$ cat src/rtl/pwm_pkg.sv
// Shared PWM constants and capture FSM state encoding, common to the
// generator, the capture block and their benches.
package pwm_pkg;

   typedef enum logic [1:0] {
      ST_ARM   = 2'd0,
      ST_HIGH  = 2'd1,
      ST_LOW   = 2'd2,
      ST_STUCK = 2'd3
   } cap_state_t;

   localparam int unsigned BASE_FREQ  = 32'd50_000_000;
   localparam int unsigned PWM_FREQ   = 32'd50;
   localparam int unsigned PWM_COUNTS = BASE_FREQ / PWM_FREQ;

endpackage

$ cat src/rtl/pwm_capture_edge_sync.sv
// Multi-flop synchronizer for an asynchronous level, plus a one-cycle
// delayed copy used to derive single-cycle rise/fall pulses.
module edge_sync #(
   parameter int SYNC_N = 2
) (
   input  logic i_clk,
   input  logic i_rst_n,
   input  logic i_async,
   output logic o_s,
   output logic o_rise,
   output logic o_fall
);

   logic [SYNC_N-1:0] r_sync;
   logic              r_s_d;

   // synchronizer chain and delayed copy of its output
   always_ff @(posedge i_clk or negedge i_rst_n) begin
      if (!i_rst_n) begin
         r_sync <= '0;
         r_s_d  <= 1'b0;
      end else begin
         r_sync <= {r_sync[SYNC_N-2:0], i_async};
         r_s_d  <= r_sync[SYNC_N-1];
      end
   end

   assign o_s    = r_sync[SYNC_N-1];
   assign o_rise = o_s & ~r_s_d;
   assign o_fall = ~o_s & r_s_d;

endmodule

$ cat src/rtl/pwm_capture.sv
// PWM capture: measures high time and rising-to-rising period in clk cycles,
// publishes once per full period, and flags inputs stuck high or low.
module pwm_capture
   import pwm_pkg::*;
#(
   parameter int CNT_W   = 32,
   parameter int TIMEOUT = 32'd2_000_000,
   parameter int SYNC_N  = 2
) (
   input  logic             clk,
   input  logic             rst,
   input  logic             enable,
   input  logic             pwm_in,
   output logic [CNT_W-1:0] high_cnt,
   output logic [CNT_W-1:0] period_cnt,
   output logic             meas_valid,
   output logic             stuck_high,
   output logic             stuck_low
);

   if (SYNC_N < 2) begin : g_chk_sync
      $error("pwm_capture: SYNC_N must be at least 2");
   end
   if ((TIMEOUT < 2) || ((CNT_W < 63) && (64'(TIMEOUT) >= (64'd1 << CNT_W)))) begin : g_chk_timeout
      $error("pwm_capture: TIMEOUT must be >= 2 and fit in CNT_W bits");
   end

   // Timeout fires on the cycle whose increment would make per_acc reach TIMEOUT.
   localparam logic [CNT_W-1:0] TO_LAST = CNT_W'(TIMEOUT - 1);
   localparam logic [CNT_W-1:0] ONE     = CNT_W'(1);

   cap_state_t       r_state, w_state_nxt;
   logic [CNT_W-1:0] r_hi_acc, w_hi_acc_nxt;
   logic [CNT_W-1:0] r_per_acc, w_per_acc_nxt;
   logic [CNT_W-1:0] r_hi_lat, w_hi_lat_nxt;
   logic [CNT_W-1:0] r_high_cnt, w_high_cnt_nxt;
   logic [CNT_W-1:0] r_period_cnt, w_period_cnt_nxt;
   logic             r_valid, w_valid_nxt;
   logic             r_stuck_high, w_stuck_high_nxt;
   logic             r_stuck_low, w_stuck_low_nxt;
   logic             w_s, w_rise, w_fall, w_timeout;

   edge_sync #(.SYNC_N(SYNC_N)) u_edge_sync (
      .i_clk   (clk),
      .i_rst_n (rst),
      .i_async (pwm_in),
      .o_s     (w_s),
      .o_rise  (w_rise),
      .o_fall  (w_fall)
   );

   assign w_timeout = (r_per_acc >= TO_LAST);

   // next-state, accumulator and publish logic
   always_comb begin
      w_state_nxt      = r_state;
      w_hi_acc_nxt     = r_hi_acc;
      w_per_acc_nxt    = r_per_acc;
      w_hi_lat_nxt     = r_hi_lat;
      w_high_cnt_nxt   = r_high_cnt;
      w_period_cnt_nxt = r_period_cnt;
      w_valid_nxt      = 1'b0;
      w_stuck_high_nxt = r_stuck_high;
      w_stuck_low_nxt  = r_stuck_low;
      if (!enable) begin
         w_state_nxt      = ST_ARM;
         w_hi_acc_nxt     = '0;
         w_per_acc_nxt    = '0;
         w_hi_lat_nxt     = '0;
         w_stuck_high_nxt = 1'b0;
         w_stuck_low_nxt  = 1'b0;
      end else begin
         case (r_state)
            ST_ARM: begin
               if (w_rise) begin
                  w_state_nxt   = ST_HIGH;
                  w_hi_acc_nxt  = ONE;
                  w_per_acc_nxt = ONE;
               end else if (w_timeout && !w_fall) begin
                  w_state_nxt      = ST_STUCK;
                  w_stuck_high_nxt = w_s;
                  w_stuck_low_nxt  = ~w_s;
               end else begin
                  w_per_acc_nxt = r_per_acc + ONE;
               end
            end
            ST_HIGH: begin
               if (w_fall) begin
                  w_state_nxt   = ST_LOW;
                  w_hi_lat_nxt  = r_hi_acc;
                  w_per_acc_nxt = r_per_acc + ONE;
               end else if (w_timeout) begin
                  w_state_nxt      = ST_STUCK;
                  w_stuck_high_nxt = w_s;
                  w_stuck_low_nxt  = ~w_s;
               end else begin
                  w_hi_acc_nxt  = r_hi_acc + ONE;
                  w_per_acc_nxt = r_per_acc + ONE;
               end
            end
            ST_LOW: begin
               if (w_rise) begin
                  w_high_cnt_nxt   = r_hi_lat;
                  w_period_cnt_nxt = r_per_acc;
                  w_valid_nxt      = 1'b1;
                  w_state_nxt      = ST_HIGH;
                  w_hi_acc_nxt     = ONE;
                  w_per_acc_nxt    = ONE;
               end else if (w_timeout) begin
                  w_state_nxt      = ST_STUCK;
                  w_stuck_high_nxt = w_s;
                  w_stuck_low_nxt  = ~w_s;
               end else begin
                  w_per_acc_nxt = r_per_acc + ONE;
               end
            end
            ST_STUCK: begin
               // Leaving via a fall restarts from a clean ARM so the timeout re-arms.
               if (w_rise) begin
                  w_state_nxt      = ST_HIGH;
                  w_hi_acc_nxt     = ONE;
                  w_per_acc_nxt    = ONE;
                  w_stuck_high_nxt = 1'b0;
                  w_stuck_low_nxt  = 1'b0;
               end else if (w_fall) begin
                  w_state_nxt      = ST_ARM;
                  w_hi_acc_nxt     = '0;
                  w_per_acc_nxt    = '0;
                  w_stuck_high_nxt = 1'b0;
                  w_stuck_low_nxt  = 1'b0;
               end else begin
                  w_state_nxt = ST_STUCK;
               end
            end
            default: begin
               w_state_nxt      = ST_ARM;
               w_hi_acc_nxt     = '0;
               w_per_acc_nxt    = '0;
               w_stuck_high_nxt = 1'b0;
               w_stuck_low_nxt  = 1'b0;
            end
         endcase
      end
   end

   // state, accumulators and registered outputs
   always_ff @(posedge clk or negedge rst) begin
      if (!rst) begin
         r_state      <= ST_ARM;
         r_hi_acc     <= '0;
         r_per_acc    <= '0;
         r_hi_lat     <= '0;
         r_high_cnt   <= '0;
         r_period_cnt <= '0;
         r_valid      <= 1'b0;
         r_stuck_high <= 1'b0;
         r_stuck_low  <= 1'b0;
      end else begin
         r_state      <= w_state_nxt;
         r_hi_acc     <= w_hi_acc_nxt;
         r_per_acc    <= w_per_acc_nxt;
         r_hi_lat     <= w_hi_lat_nxt;
         r_high_cnt   <= w_high_cnt_nxt;
         r_period_cnt <= w_period_cnt_nxt;
         r_valid      <= w_valid_nxt;
         r_stuck_high <= w_stuck_high_nxt;
         r_stuck_low  <= w_stuck_low_nxt;
      end
   end

   assign high_cnt   = r_high_cnt;
   assign period_cnt = r_period_cnt;
   assign meas_valid = r_valid;
   assign stuck_high = r_stuck_high;
   assign stuck_low  = r_stuck_low;

endmodule

$ cat config.mk
export PLATFORM = sky130hd
export DESIGN_NAME = pwm_capture
export DESIGN_NICKNAME = d
export VERILOG_FILES = /design/src/rtl/pwm_pkg.sv /design/src/rtl/pwm_capture_edge_sync.sv /design/src/rtl/pwm_capture.sv
export SDC_FILE = /design/constraint.sdc
export NUM_CORES = 1
export LEC_CHECK = 0
export CORE_MARGIN = 2
export CORE_UTILIZATION = 62
export DETAILED_ROUTE_END_ITERATION = 8
export GPL_TIMING_DRIVEN = 1
export HOLD_SLACK_MARGIN = 0.12
export PLACE_DENSITY = 0.82
export SYNTH_ARGS = -nofsm -noshare
export SYNTH_HDL_FRONTEND = slang
export SYNTH_SLANG_ARGS = --single-unit
$ cat constraint.sdc
create_clock -name clk -period 5.6 [get_ports clk]
set_input_delay 1.4 -clock clk [delete_from_list [all_inputs] [get_ports clk]]
set_output_delay 1.4 -clock clk [all_outputs]
set_load 0.005 [all_outputs]
==> flow_summary.ini, run 1 <==
[global_route]
overflow = 0
grt_pass1_vias = 5727
antenna_found_initial = 0
grt.total_usage = 0.2736
grt_start_max_net_pins = 109
grt_pass1_wl_um = 29160

[placement]
io_buffers = 70
place_congestion = 0.9284
place_area_um2 = 8735
place_hpwl_um = 11740
dp_cells = 972
dp_worst_setup_slack_ns = 1.195

[outcome]
status = finished, final reports clean

[sta]
worst_slew_pin_slew_ns = 1.251
max_slew_margin = 0.1659
setup_viol = 0
setup_tns_ns = 0
hold_violations = 0
slew_viol_final = 0
worst_slack_ns = 1.551
clock_skew_ns = 0.007821
fmax_ghz = 0.2470
period_share = 0.7231
finalCriticalPeriod_ns = 4.049
rsz0062_at_grt = no

[cts]
cts.sinks = 168
cts.path.max_buffers = 2
cts_hold_repair.buffers = 0
cts_tree = yes
cts-htree-levels = 4
post_cts_buffers = 0
cts_resized = 0
numCtsBuffers = 17
insertion_delay_ns = 0.43
clkSlewWorstSetupHoldPaths_ns = 0.06
ctsRootBufferMaster = clkbuf_16

[floorplanning]
ioPinCount = 71
coreArea_um2 = 12570
dieArea_um2 = 13700
die_w_um = 117.1
die_h_um = 117.1
start_util = 0.6306
rows = 41

[synth]
synth_area_leaders = dfrtp_1 (53%), mux2_2 (8.0%), nand2_1 (5.4%)
yosysTopAreaCell = dfrtp_1
avgSynthCellArea_um2 = 10.41
ys_types = 63
yosys_warnings = 0
synthArstFlopShare = 1.000
synth_top_area_frac = 0.5305
syn_area_um2 = 7925
syn_inst = 761
synth-edff-count = 0
yosysMostFrequentCell = dfrtp_1
ys_ff_latch = 168
synth_commonest_cells = dfrtp_1 (168), nand2_1 (113), nor2_1 (60)
synth_seq_area_share = 0.5305
synth_flop_cell = dfrtp_1
syn_nets = 773

[setup_path]
cp_max_fo = 27
endpoint_kind = flop
crit_path_start_kind = primary input
arrival_ns = 4.41
r2r_cells = 9
worstSetupPathType = in -> reg
worst_ep_required_time_ns = 5.96

[routing]
drt_wl_total_um = 17630
dr.pass1.iters = 6
via_per_inst = 5.990
wl_per_cell_um = 17.58
vias = 6008
route.detailed.drc = 0
detail_route.iter0.violations = 539
ant_nets = 0

[pwr]
cellLeakagePower_uw = 0.004068
irDropWorstVdd_mv = 0.2195
power.density_nw_per_um2 = 322.1

[final_layout]
drive_gt1_frac = 0.1348
areaGrowthSynthToFinish_pct = 17.97
fin_util = 0.7439
diodes = 0
final-instance-count-excl-fill = 1003
fin_area_um2 = 9349
num-fill-cells = 859
nets = 831

[flow_run]
cap_violations = 0

[min_path]
hold_depth = 0
hold_class = reg -> reg
-- cell type report --
| type | count | area, um^2 | share of cell area |
|---|---|---|---|
| inverters | 17 | 63.81 | 0.006825 |
| flip-flops and latches | 168 | 4204 | 0.4497 |
| multi-input cells | 540 | 3512 | 0.3757 |
| repair buffers | 75 | 739.5 | 0.07910 |
| clock inverters | 10 | 143.9 | 0.01539 |
| well taps | 172 | 215.2 | 0.02302 |
| clock buffers | 21 | 470.5 | 0.05032 |
-- metal layers --
| metal | GRT usage | up-vias | share of wire | wire [um] |
|---|---|---|---|---|
| met5 | 0 | - | 0 | 0 |
| met4 | 0.08549 | 0 | 0.010 | 182 |
| met3 | 0.05252 | 18 | 0.055 | 978 |
| met2 | 0.4069 | 203 | 0.46 | 8029 |
| met1 | 0.4110 | 2986 | 0.48 | 8439 |
| li1 | - | 2801 | - | - |
-- path summary, 6_finish.rpt --
kind	start	end	slack, ns
min in group asynchronous	rst	high_cnt[6]	1.09
setup reg to reg	r_state[0]	r_hi_acc[28]	2.25
hold reg to reg	u_edge_sync.r_sync[0]	u_edge_sync.r_sync[1]	0.35
hold / removal	u_edge_sync.r_sync[0]	u_edge_sync.r_sync[1]	0.35
max in group asynchronous	rst	r_per_acc[10]	3.46
setup / recovery	enable	r_per_acc[18]	1.55
-- state kept, by name, summed over array words and instances, names as in the netlist, 2 cells and up --
| signal | cells |
|---|---|
| period_cnt | 32 |
| r_hi_acc | 32 |
| r_hi_lat | 32 |
| u_edge_sync.r_sync | 2 |
| high_cnt | 32 |
| r_per_acc | 32 |
| r_state | 2 |
-- power breakdown --
part	internal (uW)	leakage [uW]	total (uW)	switching [uW]
logic	167	0.00144	526	358
registers	1240	0.00234	1270	29.0
clock network	736	0.000292	1210	476
-- cell families after synthesis --
group / share of synthesized area
AND/OR/NAND/NOR: 0.1775
multiplexers: 0.08083
XOR/XNOR: 0.03316
buffers and inverters: 0.02842
flip-flops: 0.5305
adder cells (fa/ha/maj): 0.01263
AO/OA/AOI/OAI: 0.1370
-- critical path, cell delays in order --
cell and delay, ns:
clkdlybuf4s50_1 1.01, nand2_1 0.43, nor2_1 0.43, o211a_1 0.55
nand2_1 0.24, nor2_1 0.18, o22a_1 0.15
-- layout by cell type, fill, tap and decap left out, drive strengths merged, types with 3 or more instances in the layout --
cell	n
dfrtp	168
nand2	113
clkdlybuf4s50	69
nor2	61
mux2	56
o21ai	44
a21oi	36
a21boi	34
nand3	23
clkbuf	21
inv	18
nor4	16
xnor2	15
xor2	15
and3	14
nor3	14
nand4	12
and2	9
ha	8
a31oi	7
buf	6
o211ai	6
o21a	5
or3	5
nor2b	5
and4	4
o311ai	4
o22a	3
clkinvlp	3
bufinv	3
clkinv	3
-- through the flow --
stage	hold slack [ns]	power, uW
2_1_floorplan	0.3312	1649
3_3_place_gp	0.3525	1784
3_5_place_dp	0.3457	1807
4_1_cts	0.3598	3011
5_1_grt	0.3688	3122
6_report	0.3537	3011
(Power assumes the default switching activity.)
==> run 2, diff against run 1 <==
--- a/config.mk
+++ b/config.mk
@@ -6,11 +6,11 @@
 export NUM_CORES = 1
 export LEC_CHECK = 0
 export CORE_MARGIN = 2
-export CORE_UTILIZATION = 62
+export CORE_UTILIZATION = 52
 export DETAILED_ROUTE_END_ITERATION = 8
 export GPL_TIMING_DRIVEN = 1
 export HOLD_SLACK_MARGIN = 0.12
-export PLACE_DENSITY = 0.82
+export PLACE_DENSITY = 0.73
 export SYNTH_ARGS = -nofsm -noshare
 export SYNTH_HDL_FRONTEND = slang
 export SYNTH_SLANG_ARGS = --single-unit
==> constraint.sdc (replaced) <==
create_clock -name clk -period 3.6 [get_ports clk]
set_input_delay 0.9 -clock clk [delete_from_list [all_inputs] [get_ports clk]]
set_output_delay 0.9 -clock clk [all_outputs]
set_load 0.005 [all_outputs]
==> run 2 against run 1 <==
Net effect: critical path depth rose by 1; wire length rose by 2.3%; die area rose by 19%; clock-buffer cell count fell by 3; final area rose by 1.9%.
==> flow_summary.ini, run 2 (synthesized netlist as in run 1, its figures left out) <==
[placement]
io_buffers = 70
dp_cells = 1001
place_hpwl_um = 12270
place_congestion = 0.9118

[routing]
via_per_inst = 5.896
wl_per_cell_um = 17.46
vias = 6091
drt_wl_total_um = 18040
detail_route.iter0.violations = 466
ant_nets = 0
dr.pass1.iters = 5
route.detailed.drc = 0

[floorplanning]
ioPinCount = 71
coreArea_um2 = 15030
dieArea_um2 = 16240
start_util = 0.5272
rows = 45
die_w_um = 127.5
die_h_um = 127.5

[final_layout]
final-instance-count-excl-fill = 1033
diodes = 0
num-fill-cells = 1191
areaGrowthSynthToFinish_pct = 20.18
layout_common_cells = dfrtp_1 (168), nand2_1 (113), clkdlybuf4s50_1 (69), nor2_1 (60), mux2_2 (56)
nets = 844
drive_gt1_frac = 0.1503
layout_commonest_cell = dfrtp_1

[pwr]
power.density_nw_per_um2 = 506.9
cellLeakagePower_uw = 0.004167
fin_total_pwr_uw = 4827
irDropWorstVdd_mv = 0.3338

[cts]
ctsRootBufferMaster = clkbuf_16
cts_resized = 0
cts.path.max_buffers = 2
cts-htree-levels = 4
post_cts_buffers = 0
clkSlewWorstSetupHoldPaths_ns = 0.06
cts_hold_repair.buffers = 0
cts.sinks = 168
insertion_delay_ns = 0.43
cts_tree = yes
numCtsBuffers = 17

[flow_run]
cap_violations = 0

[sta]
hold_violations = 0
setup_viol = 0
worst_slew_pin_slew_ns = 1.165
period_share = 0.8448
fmax_ghz = 0.3288
setup_tns_ns = 0
slew_viol_final = 0
finalCriticalPeriod_ns = 3.041
max_slew_margin = 0.2215
rsz0062_at_grt = no
clock_skew_ns = 0.008909

[setup_path]
critPathLaunch = r_per_acc[0]
reg2reg_slack_ns = 0.56
cp_max_fo = 15
endpoint_kind = flop
reg2reg_to = r_per_acc[21]
crit_path_start_kind = flop
arrival_ns = 3.40
worstSetupPathType = reg -> reg
endpoint = r_per_acc[21]
worst_ep_required_time_ns = 3.96
r2r_cells = 8
rr_startpoint = r_per_acc[0]

[global_route]
grt_pass1_wl_um = 30620
gr-max-usage-layer = met1
grtUsageMet2 = 0.3457
antenna_found_initial = 0
grt_use_met1 = 0.3472
grt_start_max_net_pins = 74
grt_pass1_vias = 5994
overflow = 0
grtUsageMet3 = 0.04941
grt.total_usage = 0.2348

[outcome]
status = finished, final reports clean

[min_path]
hold_class = reg -> reg
-- run 2: through the flow --
step,utilization,hold WS [ns],instance area [um^2],setup WS (ns)
floorplan,-,0.3312,7925,1.075
global placement,0.5905,0.3389,8877,0.5790
detailed placement,0.5905,0.3510,8877,0.4932
CTS,0.6335,0.3720,9524,0.6260
global route,0.6335,0.3795,9524,0.3864
finish,0.6335,0.3718,9524,0.5587
-- run 2: how the worst min path moves through the flow --
stage / start / end / slack (ns) / cells after the start
after floorplan: u_edge_sync.r_sync[0] / u_edge_sync.r_sync[1] / 0.33 / 0
after global placement: u_edge_sync.r_sync[0] / u_edge_sync.r_sync[1] / 0.34 / 0
after detailed placement: u_edge_sync.r_sync[0] / u_edge_sync.r_sync[1] / 0.35 / 0
after CTS: u_edge_sync.r_sync[0] / u_edge_sync.r_sync[1] / 0.37 / 0
after global routing: u_edge_sync.r_sync[0] / u_edge_sync.r_sync[1] / 0.38 / 0
final: u_edge_sync.r_sync[0] / u_edge_sync.r_sync[1] / 0.37 / 0
-- run 2: power breakdown --
group	leakage [uW]	switching [uW]	total, uW	internal (uW)
registers	0.00234	44.9	1980	1930
logic	0.00151	569	855	286
clock network	0.000317	795	1990	1200
-- run 2: layer usage --
layer / part of all wire / vias up
met2: 0.46 / 186
met1: 0.47 / 3046
li1: - / 2835
met4: 0.015 / 0
met3: 0.056 / 24
met5: 0 / -
-- run 2: layout make-up --
cell class	count	area, um^2	area share
timing repair buffer	88	862.1	0.09052
clock buffer	18	439.2	0.04611
clock inverter	14	207.7	0.02181
multi-input combinational	540	3512	0.3688
tap	188	235.2	0.02470
inverter	17	63.81	0.006700
sequential	168	4204	0.4414
-- run 2: critical path, stage by stage (launching register included) --
cell	delay [ns]
dfrtp_1	0.46
ha_1	0.26
nand4_1	0.31
o211ai_2	0.34
a211o_2	0.39
and2_1	0.60
nor2_1	0.24
a41o_1	0.28
nor2_1	0.08
==> run 3, diff against run 2 <==
--- a/config.mk
+++ b/config.mk
@@ -6,11 +6,11 @@
 export NUM_CORES = 1
 export LEC_CHECK = 0
 export CORE_MARGIN = 2
-export CORE_UTILIZATION = 52
+export CORE_UTILIZATION = 58
 export DETAILED_ROUTE_END_ITERATION = 8
 export GPL_TIMING_DRIVEN = 1
 export HOLD_SLACK_MARGIN = 0.12
-export PLACE_DENSITY = 0.73
+export PLACE_DENSITY = 0.77
 export SYNTH_ARGS = -nofsm -noshare
 export SYNTH_HDL_FRONTEND = slang
 export SYNTH_SLANG_ARGS = --single-unit
==> constraint.sdc (replaced) <==
create_clock -name clk -period 2.8 [get_ports clk]
set_input_delay 0.7 -clock clk [delete_from_list [all_inputs] [get_ports clk]]
set_output_delay 0.7 -clock clk [all_outputs]
set_load 0.005 [all_outputs]
==> run 3 against run 2 <==
Net effect: clock-buffer cell count is 4 higher; via count is 4.0% higher; largest power group is now registers; hold slack worse by 0.13 ns; critical path type unchanged; core utilization is 10 points higher; clock skew is 0.0016 ns lower; sequential share of layout area is 1.1 points lower; register-to-register slack worse by 0.41 ns; sequential power is 28% higher; global-route usage is 4.7 points higher; final area is 2.5% higher; wire length is 5.9% higher.
==> flow_summary.ini, run 3 (synthesized netlist as in run 1, its figures left out) <==
[final_layout]
layout_commonest_cell = dfrtp_1
areaGrowthSynthToFinish_pct = 23.18
diodes = 0
fin_area_um2 = 9762
layout_common_cells = dfrtp_1 (168), nand2_1 (113), clkdlybuf4s50_1 (69), nor2_1 (60), mux2_2 (56)
nets = 883
num-fill-cells = 957
drive_gt1_frac = 0.1814

[setup_path]
cp_slowest_stage_delay_ns = 0.60
crit_top_cell = nor2_1
arrival_ns = 3.01
worst_ep_required_time_ns = 3.16
crit_slowest_cell = a2111oi_2
path_cells = nand3_1, a2111oi_2, a211oi_4, buf_4, o31ai_4, nor2_1, a41o_1, nor2_1
endpoint_kind = flop
crit_path_start_kind = flop
worstSetupPathType = reg -> reg
cp_max_fo = 9

[sta]
worst_slack_ns = 0.1514
hold_violations = 0
fin_hold_ws_ns = 0.2422
rsz0062_at_grt = no
setup_tns_ns = 0
finalCriticalPeriod_ns = 2.649
period_share = 0.9459
fmax_ghz = 0.3776
slew_viol_final = 0
setup_viol = 0
worst_slew_pin_slew_ns = 0.6634
max_slew_margin = 0.5536
clock_skew_ns = 0.007329

[global_route]
grt_pass1_wl_um = 32300
grtUsageMet3 = 0.05216
overflow = 0
grt_start_max_net_pins = 62
grtUsageMet2 = 0.4245
grt_use_met1 = 0.4187
gr-max-usage-layer = met2
grt_pass1_vias = 6365
grt.total_usage = 0.2815
antenna_found_initial = 0

[pwr]
p_seq_frac = 0.411
power_frac_clock = 0.390
swShare = 0.2828
p_comb_frac = 0.198
cellLeakagePower_uw = 0.004326
power.density_nw_per_um2 = 632.4
fin_total_pwr_uw = 6173
irDropWorstVdd_mv = 0.4571
switchingPower_uw = 1746
intPower_uw = 4427

[cts]
cts-htree-levels = 4
numCtsBuffers = 17
cts_tree = yes
ctsRootBufferMaster = clkbuf_16
cts.sinks = 168
cts_hold_repair.buffers = 0
cts.path.max_buffers = 2
insertion_delay_ns = 0.43
clkSlewWorstSetupHoldPaths_ns = 0.06

[routing]
dr.pass1.iters = 5
via_per_inst = 5.985
vias = 6332
drt_wl_total_um = 19100
ant_nets = 0
route.detailed.drc = 0
wl_per_cell_um = 18.05
detail_route.iter0.violations = 622

[placement]
io_buffers = 70
place_congestion = 0.9041
dp_worst_setup_slack_ns = 0.009374
place_hpwl_um = 13140
place_area_um2 = 9130

[min_path]
hold_class = in -> async

[floorplanning]
ioPinCount = 71
dieArea_um2 = 14610
coreArea_um2 = 13300
die_w_um = 120.9
die_h_um = 120.9
start_util = 0.5961
rows = 42

[flow_run]
cap_violations = 0

[outcome]
status = finished, final reports clean
-- run 3: layout make-up --
cell class | instances | area [um^2] | area share
repair buffers | 127 | 1167 | 0.1196
well taps | 176 | 220.2 | 0.02256
flip-flops and latches | 168 | 4204 | 0.4307
multi-input cells | 540 | 3513 | 0.3599
clock inverters | 8 | 148.9 | 0.01525
inverters | 17 | 63.81 | 0.006537
clock buffers | 22 | 444.2 | 0.04550
-- run 3: power groups by stage --
stage / clock [uW] / combinational, uW / sequential, uW
2_1_floorplan: 0 / 724 / 2570
3_3_place_gp: 0 / 1180 / 2580
3_5_place_dp: 0 / 1200 / 2580
4_1_cts: 2440 / 1210 / 2540
5_1_grt: 2550 / 1350 / 2540
6_report: 2410 / 1230 / 2540
-- run 3: per-stage QoR --
stage,cells,utilization
3_3_place_gp,1023,0.6867
6_report,1058,0.7342
2_1_floorplan,761,-
4_1_cts,1053,0.7313
3_5_place_dp,1023,0.6867
5_1_grt,1058,0.7342
-- run 3: path summary, 6_finish.rpt --
path / from / end / slack [ns] / depth (start not counted)
worst max-delay path: r_per_acc[20] / r_per_acc[21] / 0.15 / 8
worst min-delay path: rst / r_hi_lat[21] / 0.24 / 1
worst max register to register: r_per_acc[20] / r_per_acc[21] / 0.15 / 8
worst min register to register: u_edge_sync.r_sync[0] / u_edge_sync.r_sync[1] / 0.35 / 0
max in group asynchronous: rst / high_cnt[29] / 1.84 / 2
min in group clk: u_edge_sync.r_sync[0] / u_edge_sync.r_sync[1] / 0.35 / 0
-- run 3: worst max-delay path: cells and delay by family (launching register included) --
family,cells,cell delay (ns)
DFF,1,0.41
and+or+nand+nor,3,0.49
buffers and inverters,1,0.19
AOI/OAI and AO/OA,4,1.49
-- run 3: routing by layer --
layer | vias to the layer above | share of wire | routed length [um]
met5 | - | 0 | 0
met4 | 0 | 0.014 | 259
met3 | 24 | 0.065 | 1236
met2 | 250 | 0.46 | 8718
met1 | 3142 | 0.47 | 8882
li1 | 2916 | - | -
-- run 3: what timing repair did --
action,in CTS,in global routing
hold endpoints to repair,0,0
endpoints found under the setup margin,0,4
gates resized for setup,0,1
setup buffers,0,5
